===== src/rtl/symbol_shift_pipe.sv =====
// Two-stage valid/ready symbol shifter: whole-symbol left/right shift with fill,
// out-of-range detection and a saturating error counter. Rotate datapath built only
// when SYMBOL_SHIFT_ROTATE_EN is defined; otherwise mode_i is ignored (fill mode).
module symbol_shift_pipe #(
  parameter int SYM_W     = 5,
  parameter int NUM_SYM   = 10,
  parameter int MAX_SHIFT = 4,
  parameter int SHIFT_W   = 3,
  parameter int ERR_CNT_W = 8
) (
  input  logic                       clk_i,
  input  logic                       rst_n_i,
  input  logic                       in_valid_i,
  output logic                       in_ready_o,
  input  logic [SYM_W*NUM_SYM-1:0]   in_data_i,
  input  logic [SHIFT_W-1:0]         shift_i,
  input  logic                       dir_i,
  input  logic                       mode_i,
  input  logic [SYM_W-1:0]           fill_i,
  output logic                       out_valid_o,
  input  logic                       out_ready_i,
  output logic [SYM_W*NUM_SYM-1:0]   out_data_o,
  output logic                       out_err_o,
  output logic [ERR_CNT_W-1:0]       err_cnt_o
);

  localparam int W = SYM_W * NUM_SYM;
  localparam logic [SHIFT_W-1:0] MAX_SHIFT_C = SHIFT_W'(MAX_SHIFT);
  localparam logic [ERR_CNT_W-1:0] ERR_CNT_MAX = {ERR_CNT_W{1'b1}};

  logic                 s2_load_s;
  logic                 in_ready_s;
  logic                 in_fire_s;
  logic                 oor_s;

  logic                 s1_valid_q, s1_valid_d;
  logic [W-1:0]         s1_data_q,  s1_data_d;
  logic [SHIFT_W-1:0]   s1_shift_q, s1_shift_d;
  logic                 s1_dir_q,   s1_dir_d;
  logic [SYM_W-1:0]     s1_fill_q,  s1_fill_d;
  logic                 s1_err_q,   s1_err_d;
`ifdef SYMBOL_SHIFT_ROTATE_EN
  logic                 s1_mode_q,  s1_mode_d;
`else
  logic                 unused_mode_s;
`endif

  logic                 out_valid_q, out_valid_d;
  logic [W-1:0]         out_data_q,  out_data_d;
  logic                 out_err_q,   out_err_d;
  logic [ERR_CNT_W-1:0] err_cnt_q,   err_cnt_d;

  // Candidate results indexed by shift amount; entry 0 is the pass-through word.
  logic [W-1:0]         rf_s [MAX_SHIFT+1];
  logic [W-1:0]         lf_s [MAX_SHIFT+1];
`ifdef SYMBOL_SHIFT_ROTATE_EN
  logic [W-1:0]         rr_s [MAX_SHIFT+1];
  logic [W-1:0]         rl_s [MAX_SHIFT+1];
`endif
  logic [W-1:0]         res_s;

  assign s2_load_s  = ~out_valid_q | out_ready_i;
  assign in_ready_s = ~s1_valid_q | s2_load_s;
  assign in_fire_s  = in_valid_i & in_ready_s;
  assign oor_s      = (shift_i > MAX_SHIFT_C);

`ifndef SYMBOL_SHIFT_ROTATE_EN
  assign unused_mode_s = mode_i;
`endif

  for (genvar a = 0; a <= MAX_SHIFT; a++) begin : g_amt
    for (genvar k = 0; k < NUM_SYM; k++) begin : g_sym
      if (k + a < NUM_SYM) begin : g_rin
        assign rf_s[a][k*SYM_W +: SYM_W] = s1_data_q[(k+a)*SYM_W +: SYM_W];
      end else begin : g_rfill
        assign rf_s[a][k*SYM_W +: SYM_W] = s1_fill_q;
      end
      if (k >= a) begin : g_lin
        assign lf_s[a][k*SYM_W +: SYM_W] = s1_data_q[(k-a)*SYM_W +: SYM_W];
      end else begin : g_lfill
        assign lf_s[a][k*SYM_W +: SYM_W] = s1_fill_q;
      end
`ifdef SYMBOL_SHIFT_ROTATE_EN
      assign rr_s[a][k*SYM_W +: SYM_W] = s1_data_q[((k+a) % NUM_SYM)*SYM_W +: SYM_W];
      assign rl_s[a][k*SYM_W +: SYM_W] = s1_data_q[((k-a+NUM_SYM) % NUM_SYM)*SYM_W +: SYM_W];
`endif
    end
  end

  // Stage-2 result select; an out-of-range shift overrides direction and mode.
  always_comb begin
    res_s = '0;
    if (s1_err_q) begin
      res_s = {NUM_SYM{s1_fill_q}};
    end else begin
`ifdef SYMBOL_SHIFT_ROTATE_EN
      if (s1_mode_q) begin
        res_s = s1_dir_q ? rl_s[s1_shift_q] : rr_s[s1_shift_q];
      end else begin
        res_s = s1_dir_q ? lf_s[s1_shift_q] : rf_s[s1_shift_q];
      end
`else
      res_s = s1_dir_q ? lf_s[s1_shift_q] : rf_s[s1_shift_q];
`endif
    end
  end

  // Stage-1 capture next state.
  always_comb begin
    s1_valid_d = s1_valid_q;
    s1_data_d  = s1_data_q;
    s1_shift_d = s1_shift_q;
    s1_dir_d   = s1_dir_q;
    s1_fill_d  = s1_fill_q;
    s1_err_d   = s1_err_q;
`ifdef SYMBOL_SHIFT_ROTATE_EN
    s1_mode_d  = s1_mode_q;
`endif
    if (in_fire_s) begin
      s1_valid_d = 1'b1;
      s1_data_d  = in_data_i;
      s1_shift_d = shift_i;
      s1_dir_d   = dir_i;
      s1_fill_d  = fill_i;
      s1_err_d   = oor_s;
`ifdef SYMBOL_SHIFT_ROTATE_EN
      s1_mode_d  = mode_i;
`endif
    end else if (s2_load_s) begin
      s1_valid_d = 1'b0;
    end else begin
      s1_valid_d = s1_valid_q;
    end
  end

  // Stage-2 output next state and saturating error counter.
  always_comb begin
    out_valid_d = out_valid_q;
    out_data_d  = out_data_q;
    out_err_d   = out_err_q;
    err_cnt_d   = err_cnt_q;
    if (s2_load_s) begin
      out_valid_d = s1_valid_q;
      if (s1_valid_q) begin
        out_data_d = res_s;
        out_err_d  = s1_err_q;
      end else begin
        out_data_d = out_data_q;
        out_err_d  = out_err_q;
      end
    end else begin
      out_valid_d = out_valid_q;
    end
    if (in_fire_s && oor_s && (err_cnt_q != ERR_CNT_MAX)) begin
      err_cnt_d = err_cnt_q + ERR_CNT_W'(1);
    end else begin
      err_cnt_d = err_cnt_q;
    end
  end

  // Pipeline registers with synchronous active-low reset.
  always_ff @(posedge clk_i) begin
    if (!rst_n_i) begin
      s1_valid_q  <= 1'b0;
      s1_data_q   <= '0;
      s1_shift_q  <= '0;
      s1_dir_q    <= 1'b0;
      s1_fill_q   <= '0;
      s1_err_q    <= 1'b0;
`ifdef SYMBOL_SHIFT_ROTATE_EN
      s1_mode_q   <= 1'b0;
`endif
      out_valid_q <= 1'b0;
      out_data_q  <= '0;
      out_err_q   <= 1'b0;
      err_cnt_q   <= '0;
    end else begin
      s1_valid_q  <= s1_valid_d;
      s1_data_q   <= s1_data_d;
      s1_shift_q  <= s1_shift_d;
      s1_dir_q    <= s1_dir_d;
      s1_fill_q   <= s1_fill_d;
      s1_err_q    <= s1_err_d;
`ifdef SYMBOL_SHIFT_ROTATE_EN
      s1_mode_q   <= s1_mode_d;
`endif
      out_valid_q <= out_valid_d;
      out_data_q  <= out_data_d;
      out_err_q   <= out_err_d;
      err_cnt_q   <= err_cnt_d;
    end
  end

  assign in_ready_o  = in_ready_s;
  assign out_valid_o = out_valid_q;
  assign out_data_o  = out_data_q;
  assign out_err_o   = out_err_q;
  assign err_cnt_o   = err_cnt_q;

endmodule


===== config.mk =====
export PLATFORM = sky130hd
export DESIGN_NAME = symbol_shift_pipe
export DESIGN_NICKNAME = d
export VERILOG_FILES = /design/src/rtl/symbol_shift_pipe.sv
export SDC_FILE = /design/constraint.sdc
export NUM_CORES = 1
export LEC_CHECK = 0
export CORE_MARGIN = 8
export CORE_UTILIZATION = 25
export CTS_CLUSTER_SIZE = 25
export DETAILED_ROUTE_END_ITERATION = 12
export PLACE_DENSITY_LB_ADDON = 0.05
export SLEW_MARGIN = 25
export SYNTH_ARGS = -nofsm -noshare
export SYNTH_HDL_FRONTEND = slang
export SYNTH_SLANG_ARGS = --single-unit

===== constraint.sdc =====
create_clock -name clk_i -period 1.8 [get_ports clk_i]
set_clock_uncertainty 0.15 [all_clocks]
set_input_delay 0.36 -clock clk_i [delete_from_list [all_inputs] [get_ports clk_i]]
set_output_delay 0.36 -clock clk_i [all_outputs]
set_load 0.05 [all_outputs]

* Yosys cells after proc, flatten, opt, wreduce, memory -nomap -nowiden
Cells that the tools add are included.
Widths: inputs -> output; s select.
** Storage, ports and cells
- Input port bits :: 64
- Logic and storage cells :: 34
- Register bits after elaboration :: 121
- Output and inout bits :: 61
** Cells by class
- Equality and inequality tests :: 1
- $add $sub $neg :: 1
- Magnitude comparators :: 2
- Reduce and logical (&&, ||, !) cells :: 4
- Bitwise gates (word level) :: 6
- Mux-type cells :: 10
** Operator list (count)
- $bmux 50 s3 :: 2
- $mux 50 :: 6
- $add 8x1->8 const B :: 1
- $ne 8x8->1 const B :: 1
- $ge 4x4->1 const B :: 1
- $not 3->4 :: 1
- $gt 3x3->1 const B :: 1
- $logic_and 1x1->1 :: 2
- $mux 1 :: 2
- $not 1->1 :: 2
- $or 1x1->1 :: 2
- $reduce_and 2->1 :: 1
- $reduce_bool 2->1 :: 1
- $and 1x1->1 :: 1

* Longest topological paths before layout
Gate-level depths: netlist of the first run.
- Word-level depth :: 6
- Mapped depth :: 9
- Gate-level depth less buffers :: 6

* Least setup slack after synthesis of the first run
Ideal clock, no wire load.
- Path kind :: register -> register
- Start point :: register out_valid_q (netlist: out_valid_o)
- End point :: register s1_data_q[1]
- Slack :: -0.613 ns
- Required time :: 1.518 ns
- Clock period less this slack :: 2.413 ns
- Data arrival time :: 2.130 ns
- Cell stages (with the launch flop) :: 8
- Path through :: dfxtp_1 > nand3b_1 > and2_1 > clkbuf_1 > buf_2 > buf_2 > nand2_1 > a21oi_1
** Between the ends
- Cells in the longest elaborated chain, start to end :: 4
** RTL lines
- from (decl) :: RTL line 48 : logic out_valid_q, out_valid_d;
- from (signal assigned) :: RTL line 187 : out_valid_q <= out_valid_d;
- $not 1->1 :: RTL line 62 : assign s2_load_s = ~out_valid_q | out_ready_i;
- $or 1x1->1 :: RTL line 62
- $or 1x1->1 :: RTL line 63 : assign in_ready_s = ~s1_valid_q | s2_load_s;
- net in_ready_o :: RTL line 14 : output logic in_ready_o,
- $and 1x1->1 :: RTL line 64 : assign in_fire_s = in_valid_i & in_ready_s;
- to (signal assigned) :: RTL line 179 : s1_data_q <= s1_data_d;
- to (decl) :: RTL line 37 : logic [W-1:0] s1_data_q, s1_data_d;
The timed path passes the listed nets, and every way through them passes these cells.
A chain may end at the register's enable or synchronous reset.

* Final worst setup path of the first run
- Start point :: register s1_shift_q[0]
- End point :: register out_data_q[25] (netlist: out_data_o[25])
** Between the ends
- Cells in the longest elaborated chain, start to end :: 6
- Elaborated cells on any way between the ends :: 9
- Classes of those cells :: mux (8); bitwise (1)
** RTL lines
- from (decl) :: RTL line 38 : logic [SHIFT_W-1:0] s1_shift_q, s1_shift_d;
- from (signal assigned) :: RTL line 180 : s1_shift_q <= s1_shift_d;
- $not 3->4 (not written as such) * :: RTL line 103 : res_s = s1_dir_q ? lf_s[s1_shift_q] : rf_s[s1_shift_q];
- $bmux 50 s3 :: RTL line 103
- $mux 50 (not written as such) (2 in series) :: RTL line 103
- $mux 50 * :: RTL line 103
- $mux 50 * :: RTL line 93 : if (s1_err_q) begin
- to (signal assigned) :: RTL line 188 : out_data_q <= out_data_d;
- to (decl) :: RTL line 49 : logic [W-1:0] out_data_q, out_data_d;
Every way passes the cells marked *; elsewhere a longest branch is shown, timed or not. The select of a mux whose other input is x is not followed.

==> flow_summary_export.csv, run 1 <==
group,metric,value,unit
timing,fmax,0.486,GHz
clock_network,cts_tree,"yes",
setup_path,cp_cell_sequence,"buf_12 > buf_12 > buf_8 > nor2b_4 > mux4_2 > a221oi_4 > nor2_1",
logic_synthesis,yosys.area_share.simple,0.185,
route,drt-initial-drc-count,669,
power_and_ir_drop,clkPwrFrac,0.355,
place,place_hpwl,30.2,mm
timing,rsz0062_at_grt,"true",
min_path,hold_class,"input port to flip-flop",
logic_synthesis,yosys.area.top_type_share,0.289,
power_and_ir_drop,peakVddDrop,648,uV
grt,grt_antenna_before_repair,1,
logic_synthesis,mappedNetlistArea,8380,um2
flow_run,max-cap-violations,0,
die,dieArea,39600,um2
place,gp_congestion,0.877,
logic_synthesis,ys_top_cells_by_area,"dfxtp_1 (29%), mux4_2 (11%), nand2_1 (8.4%), a21oi_1 (8.4%), mux2i_1 (3.8%)",
logic_synthesis,ys_ff_latch,121,
power_and_ir_drop,pwr-share-comb,0.331,
logic_synthesis,synth_compound_area_frac,0.253,
route,wl_per_cell,22.3,um
setup_path,critPathBufInv,3,
clock_network,cts.sinks,121,
layout,n_fill_cell,3329,
timing,finalSetupTns,-5.50,ns
die,die_w,199,um
timing,setup_violations,47,
grt,grt_pass1_vias,9254,
power_and_ir_drop,seqPwrFrac,0.314,
timing,hold-worst-slack,0.317,ns
timing,finalCritPeriodShare,1.14,
die,rows,67,
clock_network,cts_buffers,17,
route,top_layer,"met5",
timing,slew_violations,0,
power_and_ir_drop,cellPowerDensity,687,nW/um2
setup_path,crit_arrival,2.22,ns
place,dp_slack,-0.423,ns
die,io_pins,125,
die,fp.dieH,199,um
layout,final_core_util,0.434,
logic_synthesis,yosysUniqueCellTypes,73,
die,start_util,0.252,
logic_synthesis,synth_top_area_cell,"dfxtp_1",
setup_path,path_delay_family,"multiplexers",
logic_synthesis,synth_edf_count,0,
logic_synthesis,synth-adder-area-share,0.00149,
setup_path,max_stage_delay,0.51,ns
power_and_ir_drop,p_int,6.57,mW
setup_path,end_kind,"flip-flop",
power_and_ir_drop,p_sw_frac,0.338,
route,viasPerCell,5.17,
grt,grt_pass1_wl,60.3,mm
timing,maxSlewHeadroom,0.623,
route,wl_met3,2.78,mm
timing,fin_crit,2.06,ns
layout,area_delta_synth_final,72.6,%
route,antenna_left,0,
layout,drive_above_1_share,0.471,
setup_path,slowest_stage,"mux4_2",
die,core,33300,um2
logic_synthesis,syn-num-nets,1079,
logic_synthesis,ys_seq_area_frac,0.289,
timing,setup_ws,-0.257,ns
clock_network,clockBufferDepth,2,
route,drc,0,
logic_synthesis,ys.warnings.count,0,
logic_synthesis,synth_top_family_by_area,"compound AO/OA/AOI/OAI gates",
setup_path,setup.worst_path.start_class,"flip-flop",
clock_network,cts-htree-levels,4,
timing,tightest_slew,0.559,ns
grt,grtUsageTotal,0.200,
place,io_buffers,123,
clock_network,holdBufCountCts,0,
setup_path,crit_type,"flip-flop to flip-flop",
power_and_ir_drop,switchingPower,3.36,mW
clock_network,cts-root-buf,"clkbuf_16",
logic_synthesis,yosysMostFrequentCell,"nand2_1",
setup_path,cp_max_fo,7,
power_and_ir_drop,leakage,5.52,nW
grt,overflow,0,
grt,grt_max_degree,53,
setup_path,cpMostUsedCell,"buf_12",
route,first_pass_iters,5,
clock_network,path_clk_slew,0.06,ns
run_status,outcome,"complete, but fails checks",
setup_path,required,1.96,ns
layout,nets,1401,
logic_synthesis,synthXorXnorAreaFrac,0.00627,
route,drt_wl_total,40.0,mm
route,vias,9292,
logic_synthesis,syn_area_per_cell,8.26,um2
logic_synthesis,synth_ff_type,"dfxtp_1",
route,wl_met2,16.6,mm
logic_synthesis,synthArstFlopShare,0,
route,wl_met1,19.9,mm
logic_synthesis,synth_top_cells_by_count,"nand2_1 (187), a21oi_1 (140), dfxtp_1 (121), o21ai_0 (63), clkbuf_1 (53)",
run_status,violations,"negative setup slack",
layout,diodes,0,
logic_synthesis,muxShareOfSynthArea,0.185,
logic_synthesis,syn_inst,1014,
clock_network,worstSkewPairLatency,0.43,ns
timing,hold_viol,0,
-- per-layer routing --
metal | up-vias | global-route usage
li1 | 4399 | -
met1 | 4504 | 0.299
met2 | 349 | 0.276
met3 | 38 | 0.0465
met4 | 2 | 0.0601
met5 | - | 0
-- worst reg2reg max path, stage by stage (launching register included) --
cell and delay [ns]:
dfxtp_4 0.41, buf_12 0.15, buf_12 0.14, buf_8 0.13, nor2b_4 0.04, mux4_2 0.51, a221oi_4 0.34, nor2_1 0.06
-- registers in the layout (all words and copies together), names as in the netlist --
| register | flops |
|---|---|
| out_data_o | 50 |
| s1_data_q | 50 |
| err_cnt_o | 8 |
| s1_fill_q | 5 |
| s1_shift_q | 3 |
| out_err_o | 1 |
| out_valid_o | 1 |
| s1_dir_q | 1 |
| s1_err_q | 1 |
| s1_valid_q | 1 |
-- cells in the final DEF, fill, tap and decap left out, types with 10 or more instances in the layout --
master / count
buf_4: 215
nand2_1: 169
dfxtp_1: 109
a21oi_1: 104
buf_12: 81
clkdlybuf4s50_1: 61
mux4_2: 42
o21ai_0: 39
nor2_1: 39
buf_6: 38
a21oi_2: 33
mux2i_1: 28
nand2_2: 18
mux2_2: 17
clkbuf_16: 17
o21ai_1: 16
nand3_1: 14
buf_8: 11
nand2b_1: 10
o211ai_1: 10
a31oi_1: 10
-- power groups by stage --
stage | logic, mW | clock network, mW | registers, mW
global route | 3.48 | 3.72 | 3.15
finish | 3.28 | 3.53 | 3.12
floorplan | 1.13 | 0 | 3.32
detailed placement | 2.70 | 0 | 3.17
global placement | 2.72 | 0 | 3.17
CTS | 3.04 | 3.61 | 3.11
-- timing repair --
action / CTS / global route
gates cloned: 5 / 1
endpoints found under the hold margin: 0 / 0
buffers inserted: 39 / 26
resized for setup: 155 / 149
endpoints found under the setup margin: 51 / 54
pin swaps: 68 / 77
-- area by class of cell --
type | count | area [um2] | share of cell area
Clock buffer | 18 | 439 | 0.0304
Clock inverter | 14 | 149 | 0.0103
Inverter | 11 | 41.3 | 0.00286
Multi-Input combinational cell | 775 | 6280 | 0.435
Sequential cell | 121 | 2450 | 0.169
Tap cell | 448 | 561 | 0.0388
Timing Repair Buffer | 410 | 4540 | 0.314
-- cells by family (layout without fill, tap and decap cells) --
kind of cell / count (synthesis) / in the layout
AO/OA/AOI/OAI: 331 / 332
XOR/XNOR: 6 / 6
flip-flops: 121 / 121
buffers and inverters: 119 / 453
adder cells (fa/ha/maj): 1 / 1
multiplexers: 99 / 99
AND/OR/NAND/NOR: 337 / 337
-- worst paths after layout --
kind                            slack [ns]              to  cells past startpoint           from
worst min-delay path                  0.32        s1_dir_q                      3          dir_i
worst max-delay path                 -0.26  out_data_o[25]                      7  s1_shift_q[0]
worst max register to register       -0.26  out_data_o[25]                      7  s1_shift_q[0]
worst min register to register        0.36       out_err_o                      2      out_err_o
-- per-stage QoR --
| step | instances | cell area, um2 | power (mW) |
|---|---|---|---|
| 6_report | 1797 | 14500 | 9.93 |
| 5_1_grt | 1797 | 14500 | 10.3 |
| 4_1_cts | 1776 | 13700 | 9.77 |
| 3_5_place_dp | 1703 | 12000 | 5.87 |
| 3_3_place_gp | 1703 | 12000 | 5.88 |
| 2_1_floorplan | 1014 | 8410 | 4.45 |
No activity file was read; power rests on OpenSTA's default activity.
==> run 2, diff against run 1 <==
--- a/config.mk
+++ b/config.mk
@@ -9,7 +9,10 @@
 export CORE_UTILIZATION = 25
 export CTS_CLUSTER_SIZE = 25
 export DETAILED_ROUTE_END_ITERATION = 12
+export MAX_ROUTING_LAYER = met4
 export PLACE_DENSITY_LB_ADDON = 0.05
+export SETUP_SLACK_MARGIN = 0.05
+export SKIP_CTS_REPAIR_TIMING = 1
 export SLEW_MARGIN = 25
 export SYNTH_ARGS = -nofsm -noshare
 export SYNTH_HDL_FRONTEND = slang
==> flow_summary_export.csv, run 2 (same netlist as run 1, synthesis figures left out) <==
group,metric,value,unit
clock_network,cts-htree-levels,4,
run_status,outcome,"complete, but fails checks",
timing,tightest_slew,0.588,ns
power_and_ir_drop,p_sw_frac,0.313,
route,first_pass_iters,5,
power_and_ir_drop,clkPwrFrac,0.379,
die,rows,67,
layout,final_common_cell,"buf_4",
power_and_ir_drop,peakVddDrop,577,uV
power_and_ir_drop,p_int,6.91,mW
layout,area_delta_synth_final,68.0,%
route,vias,9120,
timing,fin_crit,2.07,ns
layout,nets,1397,
clock_network,clockBufferDepth,2,
clock_network,cts_buffers,17,
place,dp.cells,1710,
grt,grt_pass1_vias,8796,
setup_path,critPathBufInv,3,
route,viasPerCell,5.09,
power_and_ir_drop,switchingPower,3.15,mW
route,antenna_left,0,
layout,stdcell_count,1793,
place,placed_area,12000,um2
power_and_ir_drop,seqPwrFrac,0.308,
grt,grtUsageTotal,0.196,
route,drc,0,
timing,hold_viol,0,
route,drt-initial-drc-count,748,
layout,drive_above_1_share,0.440,
timing,fmax,0.483,GHz
die,dieArea,39600,um2
power_and_ir_drop,pwr-share-comb,0.313,
clock_network,cts_tree,"yes",
die,die_w,199,um
setup_path,max_stage_delay,0.55,ns
min_path,hold_class,"input port to flip-flop",
setup_path,path_delay_family,"multiplexers",
grt,grt_pass1_wl,57.1,mm
clock_network,path_clk_slew,0.06,ns
timing,slew_violations,0,
setup_path,crit_type,"flip-flop to flip-flop",
setup_path,required,1.97,ns
run_status,violations,"negative setup slack",
timing,setup_violations,50,
setup_path,cp_max_fo,5,
die,fp.dieH,199,um
timing,finalCritPeriodShare,1.15,
setup_path,setup.worst_path.start_class,"flip-flop",
die,core,33300,um2
die,start_util,0.252,
clock_network,worstSkewPairLatency,0.43,ns
layout,final_area,14100,um2
place,io_buffers,123,
place,gp_congestion,0.885,
place,place_hpwl,29.9,mm
clock_network,cts-root-buf,"clkbuf_16",
setup_path,end_kind,"flip-flop",
timing,setup_ws,-0.271,ns
timing,rsz0062_at_grt,"true",
die,io_pins,125,
layout,mostFrequentLayoutCells,"buf_4 (228), nand2_1 (167), a21oi_1 (114)",
setup_path,cp_cell_sequence,"buf_4 > buf_4 > mux4_2 > a211oi_2 > o31ai_2 > buf_4 > o211a_1",
grt,grt_max_degree,50,
grt,grt_antenna_before_repair,0,
route,wl_per_cell,21.7,um
timing,maxSlewHeadroom,0.607,
setup_path,cpMostUsedCell,"buf_4",
route,drt_wl_total,38.9,mm
setup_path,crit_arrival,2.24,ns
power_and_ir_drop,cellPowerDensity,715,nW/um2
power_and_ir_drop,leakage,5.45,nW
grt,overflow,0,
clock_network,cts.sinks,121,
setup_path,slowest_stage,"mux4_2",
layout,diodes,0,
flow_run,max-cap-violations,0,
layout,n_fill_cell,3355,
-- run 2: cell types whose count changed in the layout (fill, tap and decap cells not counted), moves of 6 or more --
cell / previous run / this run
a21oi_1: 104 / 114
clkbuf_16: 17 / 23
buf_6: 38 / 29
buf_4: 215 / 228
buf_12: 81 / 74
a21oi_2: 33 / 25
-- run 2: worst paths after layout --
kind | startpoint | to | slack (ns) | cells after the start
worst min-delay path | rst_n_i | out_err_o | 0.12 | 3
worst min register to register | s1_data_q[27] | s1_data_q[27] | 0.34 | 2
worst max register to register | s1_shift_q[1] | out_data_o[19] | -0.27 | 7
worst max-delay path | s1_shift_q[1] | out_data_o[19] | -0.27 | 7
-- run 2: tightest hold or removal path, cell delays in order --
cell and delay, ns:
buf_2 0.14, inv_2 0.10, a21oi_1 0.05
-- run 2: area by class of cell --
type,count,area (um2),area share
clock inverters,9,170,0.0121
inverters,11,41.3,0.00293
clock buffers,23,458,0.0325
flip-flops and latches,121,2450,0.174
multi-input cells,774,5980,0.425
well taps,448,561,0.0398
repair buffers,407,4420,0.314
-- run 2: power by group through the flow --
stage	Combinational (mW)	Clock [mW]	Sequential (mW)
CTS	2.73	3.91	3.10
detailed placement	2.72	0	3.16
global placement	2.73	0	3.15
floorplan	1.14	0	3.32
finish	3.15	3.81	3.10
global route	3.33	4.02	3.12
-- run 2: per-stage QoR --
step	power (mW)	hold WS [ns]	TNS [ns]	util	worst slack (ns)
4_1_cts	9.73	0.104	-11.65	0.381	-0.403
3_3_place_gp	5.89	0.326	-37.89	0.362	-0.480
6_report	10.1	0.123	-6.58	0.423	-0.271
5_1_grt	10.5	0.132	-9.91	0.423	-0.317
3_5_place_dp	5.88	0.327	-39.59	0.362	-0.506
2_1_floorplan	4.46	0.308	-14.48	-	-0.247
-- run 2: metal layers --
layer,wire length (um),part of all wire,global-route usage,up-vias
li1,-,-,-,4393
met1,20100,0.52,0.295,4408
met2,16000,0.41,0.261,284
met3,2220,0.057,0.0333,35
met4,652,0.017,0.0538,0
met5,0,0,-,-
==> run 3, diff against run 2 <==
--- a/config.mk
+++ b/config.mk
@@ -5,6 +5,7 @@
 export SDC_FILE = /design/constraint.sdc
 export NUM_CORES = 1
 export LEC_CHECK = 0
+export CAP_MARGIN = 20
 export CORE_MARGIN = 8
 export CORE_UTILIZATION = 25
 export CTS_CLUSTER_SIZE = 25
==> results of run 3 <==
Same layout as run 2: the final DEF is identical, and so are final timing and power.
